File: src/rtl/multicycle_ctrl.sv
// multicycle_ctrl
// Moore sequencer for a shared-memory, single-ALU multicycle RV32I datapath.
// It supports lw, sw, R-type, I-type ALU, beq and jal. The sequencer steps once
// per clock. The memory-access steps (FETCH, MEMREAD, MEMWRITE) stretch while
// mem_ready is low.
//
// Parameters:
//   WAIT_MEM  1 = honour mem_ready, 0 = treat mem_ready as always 1
//   CNT_W     width of the optional performance counters
//
// Ports:
//   clk, srst          clock, synchronous active-high reset
//   opcode, funct3,    latched instruction fields from the instruction register
//   funct7b5
//   zero               ALU zero flag (beq)
//   mem_ready          memory completes the access this cycle
//   mem_req, adr_src   memory request, address select (0 PC, 1 ALUOut)
//   ir_write, pc_write instruction register / PC load enables
//   mem_w, reg_w       data memory write, register file write
//   result_src         00 ALUOut, 01 Data, 10 ALU result
//   alu_src_a          00 PC, 01 OldPC, 10 RD1
//   alu_src_b          00 RD2, 01 ImmExt, 10 const 4
//   imm_src            00 I, 01 S, 10 B, 11 J (combinational from opcode)
//   alu_control        000 add, 001 sub, 010 and, 011 or, 101 slt
//   illegal            sticky illegal-opcode flag
//   state              current state encoding, for debug
//
// Optional feature, enabled with `define MULTICYCLE_CTRL_PERF_EN:
//   cycle_cnt          counts every cycle with srst=0
//   instret_cnt        counts retired instructions
//   Both counters are cleared by srst and wrap modulo 2^CNT_W.
module multicycle_ctrl #(
  parameter int WAIT_MEM = 1,
  parameter int CNT_W    = 32
) (
  input  logic             clk,
  input  logic             srst,
  input  logic [6:0]       opcode,
  input  logic [2:0]       funct3,
  input  logic             funct7b5,
  input  logic             zero,
  input  logic             mem_ready,
  output logic             mem_req,
  output logic             adr_src,
  output logic             ir_write,
  output logic             pc_write,
  output logic             mem_w,
  output logic             reg_w,
  output logic [1:0]       result_src,
  output logic [1:0]       alu_src_a,
  output logic [1:0]       alu_src_b,
  output logic [1:0]       imm_src,
  output logic [2:0]       alu_control,
  output logic             illegal,
  output logic [3:0]       state
`ifdef MULTICYCLE_CTRL_PERF_EN
  ,
  output logic [CNT_W-1:0] cycle_cnt,
  output logic [CNT_W-1:0] instret_cnt
`endif
);

  typedef enum logic [3:0] {
    S_FETCH    = 4'd0,
    S_DECODE   = 4'd1,
    S_MEMADR   = 4'd2,
    S_MEMREAD  = 4'd3,
    S_MEMWB    = 4'd4,
    S_MEMWRITE = 4'd5,
    S_EXECR    = 4'd6,
    S_EXECI    = 4'd7,
    S_ALUWB    = 4'd8,
    S_BEQ      = 4'd9,
    S_JAL      = 4'd10,
    S_ILLEGAL  = 4'd11
  } state_t;

  localparam logic [6:0] OP_LW   = 7'b0000011;
  localparam logic [6:0] OP_SW   = 7'b0100011;
  localparam logic [6:0] OP_R    = 7'b0110011;
  localparam logic [6:0] OP_I    = 7'b0010011;
  localparam logic [6:0] OP_BEQ  = 7'b1100011;
  localparam logic [6:0] OP_JAL  = 7'b1101111;

  localparam logic [2:0] ALU_ADD = 3'b000;
  localparam logic [2:0] ALU_SUB = 3'b001;
  localparam logic [2:0] ALU_AND = 3'b010;
  localparam logic [2:0] ALU_OR  = 3'b011;
  localparam logic [2:0] ALU_SLT = 3'b101;

  state_t     state_reg;
  state_t     state_next;
  logic       illegal_reg;
  logic       ready;
  logic [2:0] funct_alu;

  // With WAIT_MEM=0 the memory is assumed to be single-cycle.
  assign ready = (WAIT_MEM == 0) ? 1'b1 : mem_ready;

  // Next-state logic.
  always_comb begin
    state_next = state_reg;
    case (state_reg)
      S_FETCH:    if (ready) state_next = S_DECODE;
      S_DECODE: begin
        case (opcode)
          OP_LW, OP_SW: state_next = S_MEMADR;
          OP_R:         state_next = S_EXECR;
          OP_I:         state_next = S_EXECI;
          OP_BEQ:       state_next = S_BEQ;
          OP_JAL:       state_next = S_JAL;
          default:      state_next = S_ILLEGAL;
        endcase
      end
      S_MEMADR:   state_next = opcode[5] ? S_MEMWRITE : S_MEMREAD;
      S_MEMREAD:  if (ready) state_next = S_MEMWB;
      S_MEMWRITE: if (ready) state_next = S_FETCH;
      S_EXECR,
      S_EXECI,
      S_JAL:      state_next = S_ALUWB;
      S_MEMWB,
      S_ALUWB,
      S_BEQ:      state_next = S_FETCH;
      S_ILLEGAL:  state_next = S_ILLEGAL;
      // Unused encodings fall back to FETCH.
      default:    state_next = S_FETCH;
    endcase
  end

  // State and sticky illegal flag. The flag is set on entry to ILLEGAL, so it
  // is high in the same cycles in which the state reads ILLEGAL.
  always_ff @(posedge clk) begin
    if (srst) begin
      state_reg   <= S_FETCH;
      illegal_reg <= 1'b0;
    end else begin
      state_reg <= state_next;
      if (state_next == S_ILLEGAL) begin
        illegal_reg <= 1'b1;
      end
    end
  end

  // ALU operation for the EXECR/EXECI steps. opcode[5] separates R-type from
  // I-type, so addi with imm[10]=1 is never mistaken for sub.
  always_comb begin
    case (funct3)
      3'b000:  funct_alu = (opcode[5] & funct7b5) ? ALU_SUB : ALU_ADD;
      3'b010:  funct_alu = ALU_SLT;
      3'b110:  funct_alu = ALU_OR;
      3'b111:  funct_alu = ALU_AND;
      default: funct_alu = ALU_ADD;
    endcase
  end

  // The immediate format depends only on the opcode, not on the state.
  always_comb begin
    case (opcode)
      OP_SW:   imm_src = 2'b01;
      OP_BEQ:  imm_src = 2'b10;
      OP_JAL:  imm_src = 2'b11;
      default: imm_src = 2'b00;
    endcase
  end

  // Per-state output decode. Only the FETCH enables and the beq PC write look
  // at live inputs (mem_ready, zero); everything else is a function of state.
  always_comb begin
    mem_req     = 1'b0;
    adr_src     = 1'b0;
    ir_write    = 1'b0;
    pc_write    = 1'b0;
    mem_w       = 1'b0;
    reg_w       = 1'b0;
    result_src  = 2'b00;
    alu_src_a   = 2'b00;
    alu_src_b   = 2'b00;
    alu_control = ALU_ADD;
    case (state_reg)
      S_FETCH: begin
        // PC+4 goes straight from the ALU to the PC.
        mem_req    = 1'b1;
        alu_src_b  = 2'b10;
        result_src = 2'b10;
        ir_write   = ready;
        pc_write   = ready;
      end
      S_DECODE: begin
        // OldPC + imm: the branch target lands in ALUOut for BEQ.
        alu_src_a = 2'b01;
        alu_src_b = 2'b01;
      end
      S_MEMADR: begin
        alu_src_a = 2'b10;
        alu_src_b = 2'b01;
      end
      S_MEMREAD: begin
        mem_req = 1'b1;
        adr_src = 1'b1;
      end
      S_MEMWRITE: begin
        mem_req = 1'b1;
        adr_src = 1'b1;
        mem_w   = 1'b1;
      end
      S_MEMWB: begin
        result_src = 2'b01;
        reg_w      = 1'b1;
      end
      S_EXECR: begin
        alu_src_a   = 2'b10;
        alu_src_b   = 2'b00;
        alu_control = funct_alu;
      end
      S_EXECI: begin
        alu_src_a   = 2'b10;
        alu_src_b   = 2'b01;
        alu_control = funct_alu;
      end
      S_ALUWB: begin
        reg_w = 1'b1;
      end
      S_BEQ: begin
        // ALUOut still holds the target from DECODE; result_src=00 selects it.
        alu_src_a   = 2'b10;
        alu_control = ALU_SUB;
        pc_write    = zero;
      end
      S_JAL: begin
        // Link value OldPC+4 is computed here; the target from DECODE is loaded.
        alu_src_a = 2'b01;
        alu_src_b = 2'b10;
        pc_write  = 1'b1;
      end
      default: begin
      end
    endcase
  end

  assign illegal = illegal_reg;
  assign state   = state_reg;

`ifdef MULTICYCLE_CTRL_PERF_EN
  logic [CNT_W-1:0] cycle_cnt_reg;
  logic [CNT_W-1:0] instret_cnt_reg;
  logic             retire;

  // An instruction retires when its last step hands control back to FETCH.
  assign retire = (state_next == S_FETCH) &&
                  ((state_reg == S_MEMWB) || (state_reg == S_MEMWRITE) ||
                   (state_reg == S_ALUWB) || (state_reg == S_BEQ));

  always_ff @(posedge clk) begin
    if (srst) begin
      cycle_cnt_reg   <= '0;
      instret_cnt_reg <= '0;
    end else begin
      cycle_cnt_reg <= cycle_cnt_reg + 1'b1;
      if (retire) begin
        instret_cnt_reg <= instret_cnt_reg + 1'b1;
      end
    end
  end

  assign cycle_cnt   = cycle_cnt_reg;
  assign instret_cnt = instret_cnt_reg;
`endif

endmodule

File: config.mk
export PLATFORM = sky130hd
export DESIGN_NAME = multicycle_ctrl
export DESIGN_NICKNAME = d
export VERILOG_FILES = /design/src/rtl/multicycle_ctrl.sv
export SDC_FILE = /design/constraint.sdc
export NUM_CORES = 1
export LEC_CHECK = 0
export BUFFER_PORTS_ARGS = -buffer_cell sky130_fd_sc_hd__buf_2
export CORE_MARGIN = 2
export CORE_UTILIZATION = 47
export CTS_BUF_LIST = sky130_fd_sc_hd__clkbuf_8
export CTS_CLUSTER_SIZE = 14
export DETAILED_ROUTE_END_ITERATION = 6
export PLACE_DENSITY_LB_ADDON = 0.15
export SLEW_MARGIN = 20
export SYNTH_ARGS = -nofsm -noshare
export SYNTH_HDL_FRONTEND = slang
export SYNTH_SLANG_ARGS = --single-unit
export TNS_END_PERCENT = 10
File: constraint.sdc
create_clock -name clk -period 2.38 [get_ports clk]
set_clock_uncertainty 0.15 [all_clocks]
set_input_delay 0.119 -clock clk [delete_from_list [all_inputs] [get_ports clk]]
set_output_delay 0.119 -clock clk [all_outputs]
set_load 0.03 [all_outputs]
Word-level counts from Yosys, hierarchy flattened

Index checks and enable logic that the tools add are counted.

Register bits: 5
Bits of input ports: 15
Output and inout port bits: 22
Word-level logic and storage cells: 55

Eq/ne operators: 21
Multiplexer cells: 19
Bitwise logic cells: 1
Reductions and logical operators: 12

Operators by type and width:

| operator             | number |
|---|---|
| $pmux W4 S7          | 1 |
| $eq A4 B4 Y1 const B | 5 |
| $pmux W4 S5          | 1 |
| $eq A4 B3 Y1 const B | 4 |
| $eq A7 B6 Y1 const B | 2 |
| $eq A7 B7 Y1 const B | 2 |
| $mux W4              | 3 |
| $pmux W2 S2          | 3 |
| $pmux W3 S4          | 1 |
| $reduce_or A2 Y1     | 6 |
| $reduce_or A3 Y1     | 3 |
| $eq A4 B2 Y1 const B | 2 |
| $eq A7 B2 Y1 const B | 1 |
| $eq A7 B5 Y1 const B | 1 |
| $eq A3 B3 Y1 const B | 2 |
| $mux W1              | 6 |
| $pmux W2 S3          | 1 |
| $pmux W3 S2          | 1 |
| $eq A4 B1 Y1 const B | 1 |
| $logic_not A4 Y1     | 1 |
| $reduce_or A4 Y1     | 1 |
| $eq A3 B2 Y1 const B | 1 |
| $logic_not A3 Y1     | 1 |
| $mux W3              | 1 |
| other kinds (2)      | 2 |

Depth between registers and ports, before layout

Gate-level depths: netlist of run 1.

Word-level depth: 5
Gate-level depth with buffers: 6
Depth with buffers taken out: 5

Least setup slack after synthesis of run 1

No wires, ideal clock.

Kind: reg2out
Start: register state_reg[1], in the netlist state[1]
End: output port ir_write
Data arrival time: 2.207 ns
Required time: 2.111 ns
Path slack: -0.096 ns
Stages on the path, launching flop included: 5
Path buffers: 2
Cells stage by stage: dfxtp_1 buf_6 clkbuf_1 nor4_1 and2_1

Word-level cells in the longest chain between the ends: 2

Ends and longest elaborated chain:

| item                   | line | source |
|---|---|---|
| start, declared        | 91   | `state_t state_reg;` |
| start signal, assigned | 137  | `state_reg <= state_next;` |
| $logic_not A4 Y1       | 179  | `case (state_reg)` |
| $mux W1                | 179  |  |
| end, declared          | 45   | `output logic ir_write,` |

Every way passes these cells.

Worst setup path in the final report of run 1

Start: register state_reg[1], in the netlist state[1]
End: output port pc_write

Word-level cells in the longest chain between the ends: 2
Elaborated cells between the ends (all ways): 4
Those cells by class: eq/ne: 2; mux: 1; reduce/logical: 1

Ends and longest elaborated chain:

| item                                                    | line | source |
|---|---|---|
| $eq A4 B4 Y1 / $logic_not A4 Y1 (equally long branches) | 179  |  |
| $pmux W1 S3 *                                           | 179  |  |
| end, declared                                           | 46   | `output logic pc_write,` |

Mark *: on every way between the ends. The rest lies on a longest branch, timed or not.

==> results of run 1 <==
## where the power goes
part / switching [mW] / total (mW) / internal [mW] / leakage, nW
combinational: 0.540 / 0.843 / 0.304 / 0.350
clock: 0.0475 / 0.159 / 0.111 / 0.0269
sequential: 0.126 / 0.240 / 0.113 / 0.0408
## per-stage QoR
step,worst slack [ns],utilization
6_report,0.3556,0.7208
3_3_place_gp,0.5675,0.6732
5_1_grt,0.2095,0.7208
4_1_cts,0.3618,0.7208
2_1_floorplan,0.1202,-
3_5_place_dp,0.5212,0.6732
## critical path, cell delays in order (launching register included)
cell     delay (ns)
dfxtp_1        0.76
nor2b_1        0.25
a21o_1         0.10
nand2_1        0.05
a21oi_1        0.16
buf_2          0.22
## layer usage
layer  wire length (µm)  track usage  share of wire  vias up
met4                 15      0.07759          0.010        0
met2                707       0.3589           0.48       15
met5                  0            0              0        -
met1                688       0.2500           0.47      319
met3                 62      0.03333          0.042        2
li1                   -            -              -      386
## what timing repair did
| action | 4_1_cts | 5_1_grt |
|---|---|---|
| hold buffers | 1 | 0 |
| hold endpoints to repair | 1 | 0 |
| resized for setup | 0 | 0 |
| buffers inserted | 0 | 0 |
## final cells by class
type                            instances  area [µm²]
Multi-Input combinational cell         72       457.9
Fill cell                              93       322.8
Timing Repair Buffer                   37       190.2
Sequential cell                         5       100.1
Clock buffer                            3       41.29
Inverter                                6       22.52
Tap cell                               14       17.52
Clock inverter                          1       3.754
## layout by cell type, fill, tap and decap left out
cell type and n:
xnor2_1 3, nor3_1 8, nor2b_1 3, xor2_1 2, o31ai_1 2, or3_1 2
and2_1 1, a221o_1 1, buf_2 36, clkbuf_8 3, o221a_1 1, inv_1 7
or2_2 1, o21ai_0 2, mux2i_1 2, dfxtp_1 5, a21oi_1 6, dlygate4sd3_1 1
nor2_1 10, nand2_1 6, nand3b_1 1, nand2b_1 4, o32ai_2 1, or2_1 1
nor4_2 1, a31oi_1 2, nor3b_1 1, nand3_1 3, o21a_1 2, nand2b_4 1
a21o_1 2, o221ai_1 1, nand4b_1 1, nor3_2 1
## logic make-up after synthesis
family	after synthesis	synth area share
flip-flops	5	0.1643
XOR/XNOR	5	0.07188
AO/OA/AOI/OAI	20	0.2361
multiplexers	2	0.03286
buffers and inverters	12	0.09445
AND/OR/NAND/NOR	45	0.4004
## how the worst min path moves through the flow
stage	startpoint	end	slack, ns	cells after the start
2_1_floorplan	srst	illegal$_SDFFE_PP0N_	0.07	1
3_3_place_gp	srst	illegal$_SDFFE_PP0N_	0.19	2
3_5_place_dp	srst	illegal$_SDFFE_PP0N_	0.20	2
4_1_cts	opcode[4]	state[2]$_SDFF_PP0_	0.12	3
5_1_grt	opcode[4]	state[2]$_SDFF_PP0_	0.15	3
6_report	opcode[4]	state[2]$_SDFF_PP0_	0.13	3
==> out/results.ini, run 1 <==
[outcome]
status=complete, no violations

[cells_and_area]
final_nets=140
n_antenna_cell=0
area_growth_pct=36.76
stdcell_count=138
fin_area_um2=833.3
largest_reg_flops=4
drive_gt1_frac=0.3548

[job]
cap_viol_max_count=0

[floorplanning]
die_area_um2=1600
rows=12
die_y_um=40.01
num_io_pins=37
die_w_um=40.01
initial_core_util=0.5271
coreArea_um2=1156

[clocking]
cts_root_buf=clkbuf_8
path_clk_slew_ns=0.04
cts_tree=done
numCtsBuffers=3
htreeDepth=1
clock-sinks=5
insertion_delay_ns=0.23
cts_buffer_depth=2

[yosys]
yosys.cell_types.count=34
synth-seq-cells=5
synthCells=89
synth_top_area_share=0.1643
syn_nets=104
async_reset_ff_frac=0
yosysWarnings=0
synthTopCellsByCount=nor2_1, nor3_1, a21oi_1, inv_1, nand2_1
ys.flop_type=dfxtp_1
postSynthAreaPerCell_um2=6.846
synth.area.top_cells=dfxtp_1, nor3_1, nor2_1, a21oi_1, xnor2_1
ys_seq_area_frac=0.1643
synth_area_um2=609.3
synth_most_common_cell=nor2_1
synth_area_leader_cell=dfxtp_1
synth_edf_count=0

[global_routing]
grt_pass1_vias=544
grt_antenna_before_repair=0
grt_max_degree=22
grt_pass1_wl_um=2235
grt_usage=0.2060
grt-ovfl-total=0

[critical_path]
r2r-start=state[1]$_SDFF_PP0_
cp-endpoint=pc_write
crit_fanout=20
worstSetupPathType=reg -> out
worstSetupStartpointType=flip-flop
r2r-end=illegal$_SDFFE_PP0N_
worstSetupEndpointType=output pin
crit_arrival_ns=1.76
critPathRequiredTime_ns=2.11
r2r_slack_ns=0.50
reg2reg_depth=4
crit_start=state[1]$_SDFF_PP0_

[power]
p_leak_nw=0.4178
vdd_drop_max_mv=1.096
powerDensity_nw_per_um2=1490
power_mw=1.241

[timing]
slew_violations=0
tightest_slew_ns=0.6888
relSlewSlack=0.5401
whs_ns=0.1255
setup_tns_ns=0
timing.final.crit_share=0.8506
finalSetupViolCount=0
fmax_mhz=494.0
rsz0062_at_grt=no
period_minus_slack_ns=2.024
final_hold_viol_count=0

[placed_design]
globalplace.congestion=0.7957
hpwl_um=1098
portBuffers=36
placed_cells=133
dpl_cell_area_um2=778.2

[route]
ant_nets=0
initialDrtViolationCount=6
wirelength_um=1473
vias_per_cell=5.232
wl_per_cell_um=10.67
first_pass_iters=3
vias=722
drc_errors=0

[min_path]
hp-class=in -> reg

(Power assumes the default switching activity.)
==> run 2: changes to the inputs <==
--- a/config.mk
+++ b/config.mk
@@ -12,6 +12,7 @@
 export CTS_CLUSTER_SIZE = 14
 export DETAILED_ROUTE_END_ITERATION = 6
 export PLACE_DENSITY_LB_ADDON = 0.15
+export REMOVE_ABC_BUFFERS = 1
 export SLEW_MARGIN = 20
 export SYNTH_ARGS = -nofsm -noshare
 export SYNTH_HDL_FRONTEND = slang
==> out/results.ini, run 2 (synthesis gave the netlist of run 1 again) <==
[timing]
finalSetupViolCount=0  ; unchanged
relSlewSlack=0.5164  ; -0.02378
period_minus_slack_ns=2.054  ; +0.02939 ns
fmax_mhz=486.9  ; -1.4%
slew_violations=0  ; unchanged
timing.final.crit_share=0.8629  ; +0.01235
rsz0062_at_grt=no
tightest_slew_ns=0.7245  ; +0.03562 ns
final_hold_viol_count=0  ; unchanged

[cells_and_area]
fill_cells=109  ; +17%
final_cell_mix=buf_2, nor2_1, nor3_1
multi_input_area_um2=451.7  ; -1.4%
regArea_um2=100.1  ; unchanged
drive_gt1_frac=0.3468  ; -0.008065
fin_util=0.7154  ; -0.005411
stdcell_count=138  ; unchanged
final_nets=140  ; unchanged
layout_commonest_cell=buf_2
largest_reg_flops=4  ; unchanged
n_antenna_cell=0  ; unchanged
area_growth_pct=35.73

[critical_path]
slowest_delay_ns=0.78  ; +0.02 ns
critPathRequiredTime_ns=2.11  ; about the same
cp_cell_sequence=nor2b_1, a21o_1, nand2_1, a21oi_1, buf_2
crit_fanout=20  ; unchanged
r2r_slack_ns=0.49  ; about the same
worstSetupStartpointType=flip-flop
worstSetupEndpointType=output pin
slowest_stage=dfxtp_1
reg2reg_depth=4  ; unchanged
worstSetupPathType=reg -> out
crit_arrival_ns=1.78  ; +0.02 ns

[global_routing]
grt_use_met3=0.05000  ; +0.01667
grt_usage=0.2289  ; +0.02288
top_usage_layer=met2
grt_use_met1=0.2727  ; +0.02273
use_met2=0.3992  ; +0.04032
grt-ovfl-total=0  ; unchanged
grt_max_degree=22  ; unchanged
grt_antenna_before_repair=0  ; unchanged
grt_pass1_wl_um=2456  ; +9.9%
grt_pass1_vias=593  ; +9.0%

[route]
vias_per_cell=5.268  ; +0.69%
wirelength_um=1524  ; +3.5%
vias=727  ; +0.69%
drc_errors=0  ; unchanged
wl_per_cell_um=11.04  ; +3.5%
ant_nets=0  ; unchanged
initialDrtViolationCount=18  ; +12
first_pass_iters=4  ; +1

[floorplanning]
initial_core_util=0.5271  ; unchanged
coreArea_um2=1156  ; unchanged
die_y_um=40.01  ; unchanged
num_io_pins=37  ; unchanged
die_area_um2=1600  ; unchanged
die_w_um=40.01  ; unchanged
rows=12  ; unchanged

[clocking]
post_cts_resized=0  ; unchanged
cts_root_buf=clkbuf_8
htreeDepth=1  ; unchanged
clock-sinks=5  ; unchanged
path_clk_slew_ns=0.04  ; about the same
ctsHoldBuffers=1  ; unchanged
numCtsBuffers=3  ; unchanged
cts_setup_buffers=0  ; unchanged
cts_buffer_depth=2  ; unchanged
cts_tree=done
insertion_delay_ns=0.23  ; about the same

[power]
power_mw=1.230  ; -0.96%
clkPwrFrac=0.129  ; about the same
powerDensity_nw_per_um2=1487  ; -0.21%
p_sw_frac=0.5757  ; +0.0009702
power.internal_uw=521.7  ; -1.2%
seqPwrFrac=0.194  ; about the same
combPwrFrac=0.676  ; -0.003
p_leak_nw=0.4165  ; -0.32%
vdd_drop_max_mv=1.006  ; -8.2%
p_sw_uw=707.9  ; -0.79%

[placed_design]
globalplace.congestion=0.8223  ; +3.3%
portBuffers=36  ; unchanged
hpwl_um=1121  ; +2.0%
placed_cells=133  ; unchanged

[min_path]
hp-class=in -> reg
whs_path_depth=3  ; unchanged

[outcome]
status=complete, no violations

[job]
cap_viol_max_count=0  ; unchanged

-- run 2: cell types whose count changed in the layout (fill, tap and decap cells not counted) --
cell,change
nor4_1,+1
nor4_2,-1
-- run 2: final timing paths --
check / start / to
worst min register to register: illegal$_SDFFE_PP0N_ / illegal$_SDFFE_PP0N_
worst max-delay path: state[1]$_SDFF_PP0_ / pc_write
worst max register to register: state[1]$_SDFF_PP0_ / illegal$_SDFFE_PP0N_
worst min-delay path: opcode[4] / state[2]$_SDFF_PP0_
-- run 2: cell type report --
class,instances,area share
Clock buffer,3,0.04992
Clock inverter,1,0.004539
Inverter,6,0.02723
Multi-Input combinational cell,72,0.5461
Sequential cell,5,0.1210
Tap cell,14,0.02118
Timing Repair Buffer,37,0.2300
-- run 2: routing by layer --
layer  part of all wire  wire length, µm
met1               0.46              702
met2               0.45              692
met3              0.071              108
met4              0.014               21
met5                  0                0
-- run 2: worst max-delay path: cells and delay by family, from the launching register on --
family | cells | cell delay [ns]
buf+inv | 1 | 0.22
simple gates | 2 | 0.30
compound gates | 2 | 0.26
flops | 1 | 0.78
-- run 2: through the flow --
step	worst slack, ns	TNS, ns	hold slack, ns	area [µm²]
finish	0.3262	0	0.09789	827.0
global route	0.1680	0	0.1098	827.0
CTS	0.3444	0	0.1006	827.0
detailed placement	0.5299	0	0.1929	772.0
global placement	0.5687	0	0.1908	772.0
floorplan	-0.04848	-0.04848	0.07448	574.3
-- run 2: power groups by stage --
| stage | combinational, mW | clock, mW | sequential (mW) |
|---|---|---|---|
| 6_report | 0.831 | 0.159 | 0.239 |
| 5_1_grt | 0.905 | 0.165 | 0.252 |
| 4_1_cts | 0.835 | 0.161 | 0.236 |
| 3_5_place_dp | 0.832 | 0 | 0.237 |
| 3_3_place_gp | 0.827 | 0 | 0.235 |
| 2_1_floorplan | 0.586 | 0 | 0.269 |
==> run 3: changes to the inputs <==
--- a/config.mk
+++ b/config.mk
@@ -11,7 +11,7 @@
 export CTS_BUF_LIST = sky130_fd_sc_hd__clkbuf_8
 export CTS_CLUSTER_SIZE = 14
 export DETAILED_ROUTE_END_ITERATION = 6
-export PLACE_DENSITY_LB_ADDON = 0.15
+export PLACE_DENSITY = 0.85
 export REMOVE_ABC_BUFFERS = 1
 export SLEW_MARGIN = 20
 export SYNTH_ARGS = -nofsm -noshare
==> out/results.ini, run 3 (synthesis gave the netlist of run 1 again) <==
[outcome]
status=complete, no violations

[global_routing]
grt-ovfl-total=0  ; unchanged
grt_pass1_wl_um=2449  ; -0.29%
grt_pass1_vias=583  ; -1.7%
grt_antenna_before_repair=0  ; unchanged
grt_usage=0.2243  ; -0.004624
grt_max_degree=22  ; unchanged

[floorplanning]
die_area_um2=1600  ; unchanged
num_io_pins=37  ; unchanged
initial_core_util=0.5271  ; unchanged
die_w_um=40.01  ; unchanged
die_y_um=40.01  ; unchanged
coreArea_um2=1156  ; unchanged
rows=12  ; unchanged

[route]
dr.max_layer_used=met4
initialDrtViolationCount=18  ; unchanged
drc_errors=0  ; unchanged
drt-met1-wl_um=729  ; +3.8%
dr_wl_met3_um=116  ; +7.4%
wl_per_cell_um=11.77  ; +6.6%
vias=748  ; +2.9%
ant_nets=0  ; unchanged
vias_per_cell=5.420  ; +2.9%
wirelength_um=1624  ; +6.6%
wl_met2_um=763  ; +10%
first_pass_iters=4  ; unchanged

[timing]
whs_ns=0.09894  ; +0.001055 ns
period_minus_slack_ns=2.067  ; +0.01269 ns
fmax_mhz=483.9  ; -0.61%
final_hold_viol_count=0  ; unchanged
relSlewSlack=0.5227  ; +0.006379
layout_setup_ws_ns=0.3135  ; -0.01269 ns
slew_violations=0  ; unchanged
rsz0062_at_grt=no
timing.final.crit_share=0.8683  ; +0.005333
tightest_slew_ns=0.7149  ; -0.009557 ns
setup_tns_ns=0  ; unchanged
finalSetupViolCount=0  ; unchanged

[job]
cap_viol_max_count=0  ; unchanged

[clocking]
clock-sinks=5  ; unchanged
insertion_delay_ns=0.22  ; about the same
cts_tree=done
post_cts_resized=0  ; unchanged
path_clk_slew_ns=0.04  ; about the same
cts_buffer_depth=2  ; unchanged
cts_root_buf=clkbuf_8
htreeDepth=1  ; unchanged
numCtsBuffers=3  ; unchanged

[critical_path]
crit_arrival_ns=1.80  ; +0.02 ns
worstSetupStartpointType=flip-flop
worstSetupEndpointType=output pin
worstSetupPathType=reg -> out
crit_fanout=20  ; unchanged
r2r_slack_ns=0.47  ; -0.02 ns
critPathRequiredTime_ns=2.11  ; about the same

[cells_and_area]
fill_cells=92  ; -16%
largest_reg_flops=4  ; unchanged
regArea_um2=100.1  ; unchanged
final_cell_mix=buf_2, nor2_1, nor3_1
n_antenna_cell=0  ; unchanged
fin_area_um2=827.0  ; unchanged
layout_commonest_cell=buf_2
drive_gt1_frac=0.3468  ; unchanged
area_growth_pct=35.73  ; unchanged
final_nets=140  ; unchanged
stdcell_count=138  ; unchanged
multi_input_area_um2=451.7  ; unchanged
fin_util=0.7154  ; unchanged

[placed_design]
globalplace.congestion=0.8546  ; +3.9%
portBuffers=36  ; unchanged
hpwl_um=1098  ; -2.1%
placed_cells=133  ; unchanged
dpl_cell_area_um2=772.0  ; unchanged
dp_slack_ns=0.5210  ; -0.008889 ns

[power]
p_leak_nw=0.4165  ; unchanged
vdd_drop_max_mv=0.5377  ; -47%
power_mw=1.245  ; +1.2%
powerDensity_nw_per_um2=1505  ; +1.2%

[min_path]
hp-class=in -> reg

[run 3: cell counts in the layout (fill, tap and decap cells not counted)]
Identical to the previous run, type by type.
[run 3: critical path, stage by stage, from the launching register on]
cell and delay [ns]:
dfxtp_1 0.77, nor2b_1 0.26, a21o_1 0.11, nand2_1 0.05, a21oi_1 0.16, buf_2 0.22
[run 3: repair_timing]
action                    CTS  global route
hold buffers                1             0
buffers inserted            0             0
hold endpoints to repair    1             0
[run 3: report_power, final]
part / switching (mW) / total (mW) / internal (mW)
clock: 0.0457 / 0.157 / 0.111
sequential: 0.130 / 0.243 / 0.113
combinational: 0.547 / 0.845 / 0.298
total: 0.723 / 1.24 / 0.522
[run 3: layout make-up]
cell class | count | share of cell area
repair buffers | 37 | 0.2300
multi-input cells | 72 | 0.5461
inverters | 6 | 0.02723
clock inverters | 1 | 0.004539
clock buffers | 3 | 0.04992
flip-flops and latches | 5 | 0.1210
well taps | 14 | 0.02118
[run 3: final timing paths]
path	from	endpoint	cells past startpoint
worst min register to register	illegal$_SDFFE_PP0N_	illegal$_SDFFE_PP0N_	2
worst min-delay path	opcode[4]	state[2]$_SDFF_PP0_	3
worst max-delay path	state[1]$_SDFF_PP0_	pc_write	5
worst max register to register	state[0]$_SDFF_PP0_	illegal$_SDFFE_PP0N_	5
[run 3: routing by layer]
layer,global-route usage,vias to the layer above
met3,0.04444,2
met1,0.2694,324
met4,0.09483,0
met5,0,-
li1,-,382
met2,0.3831,40
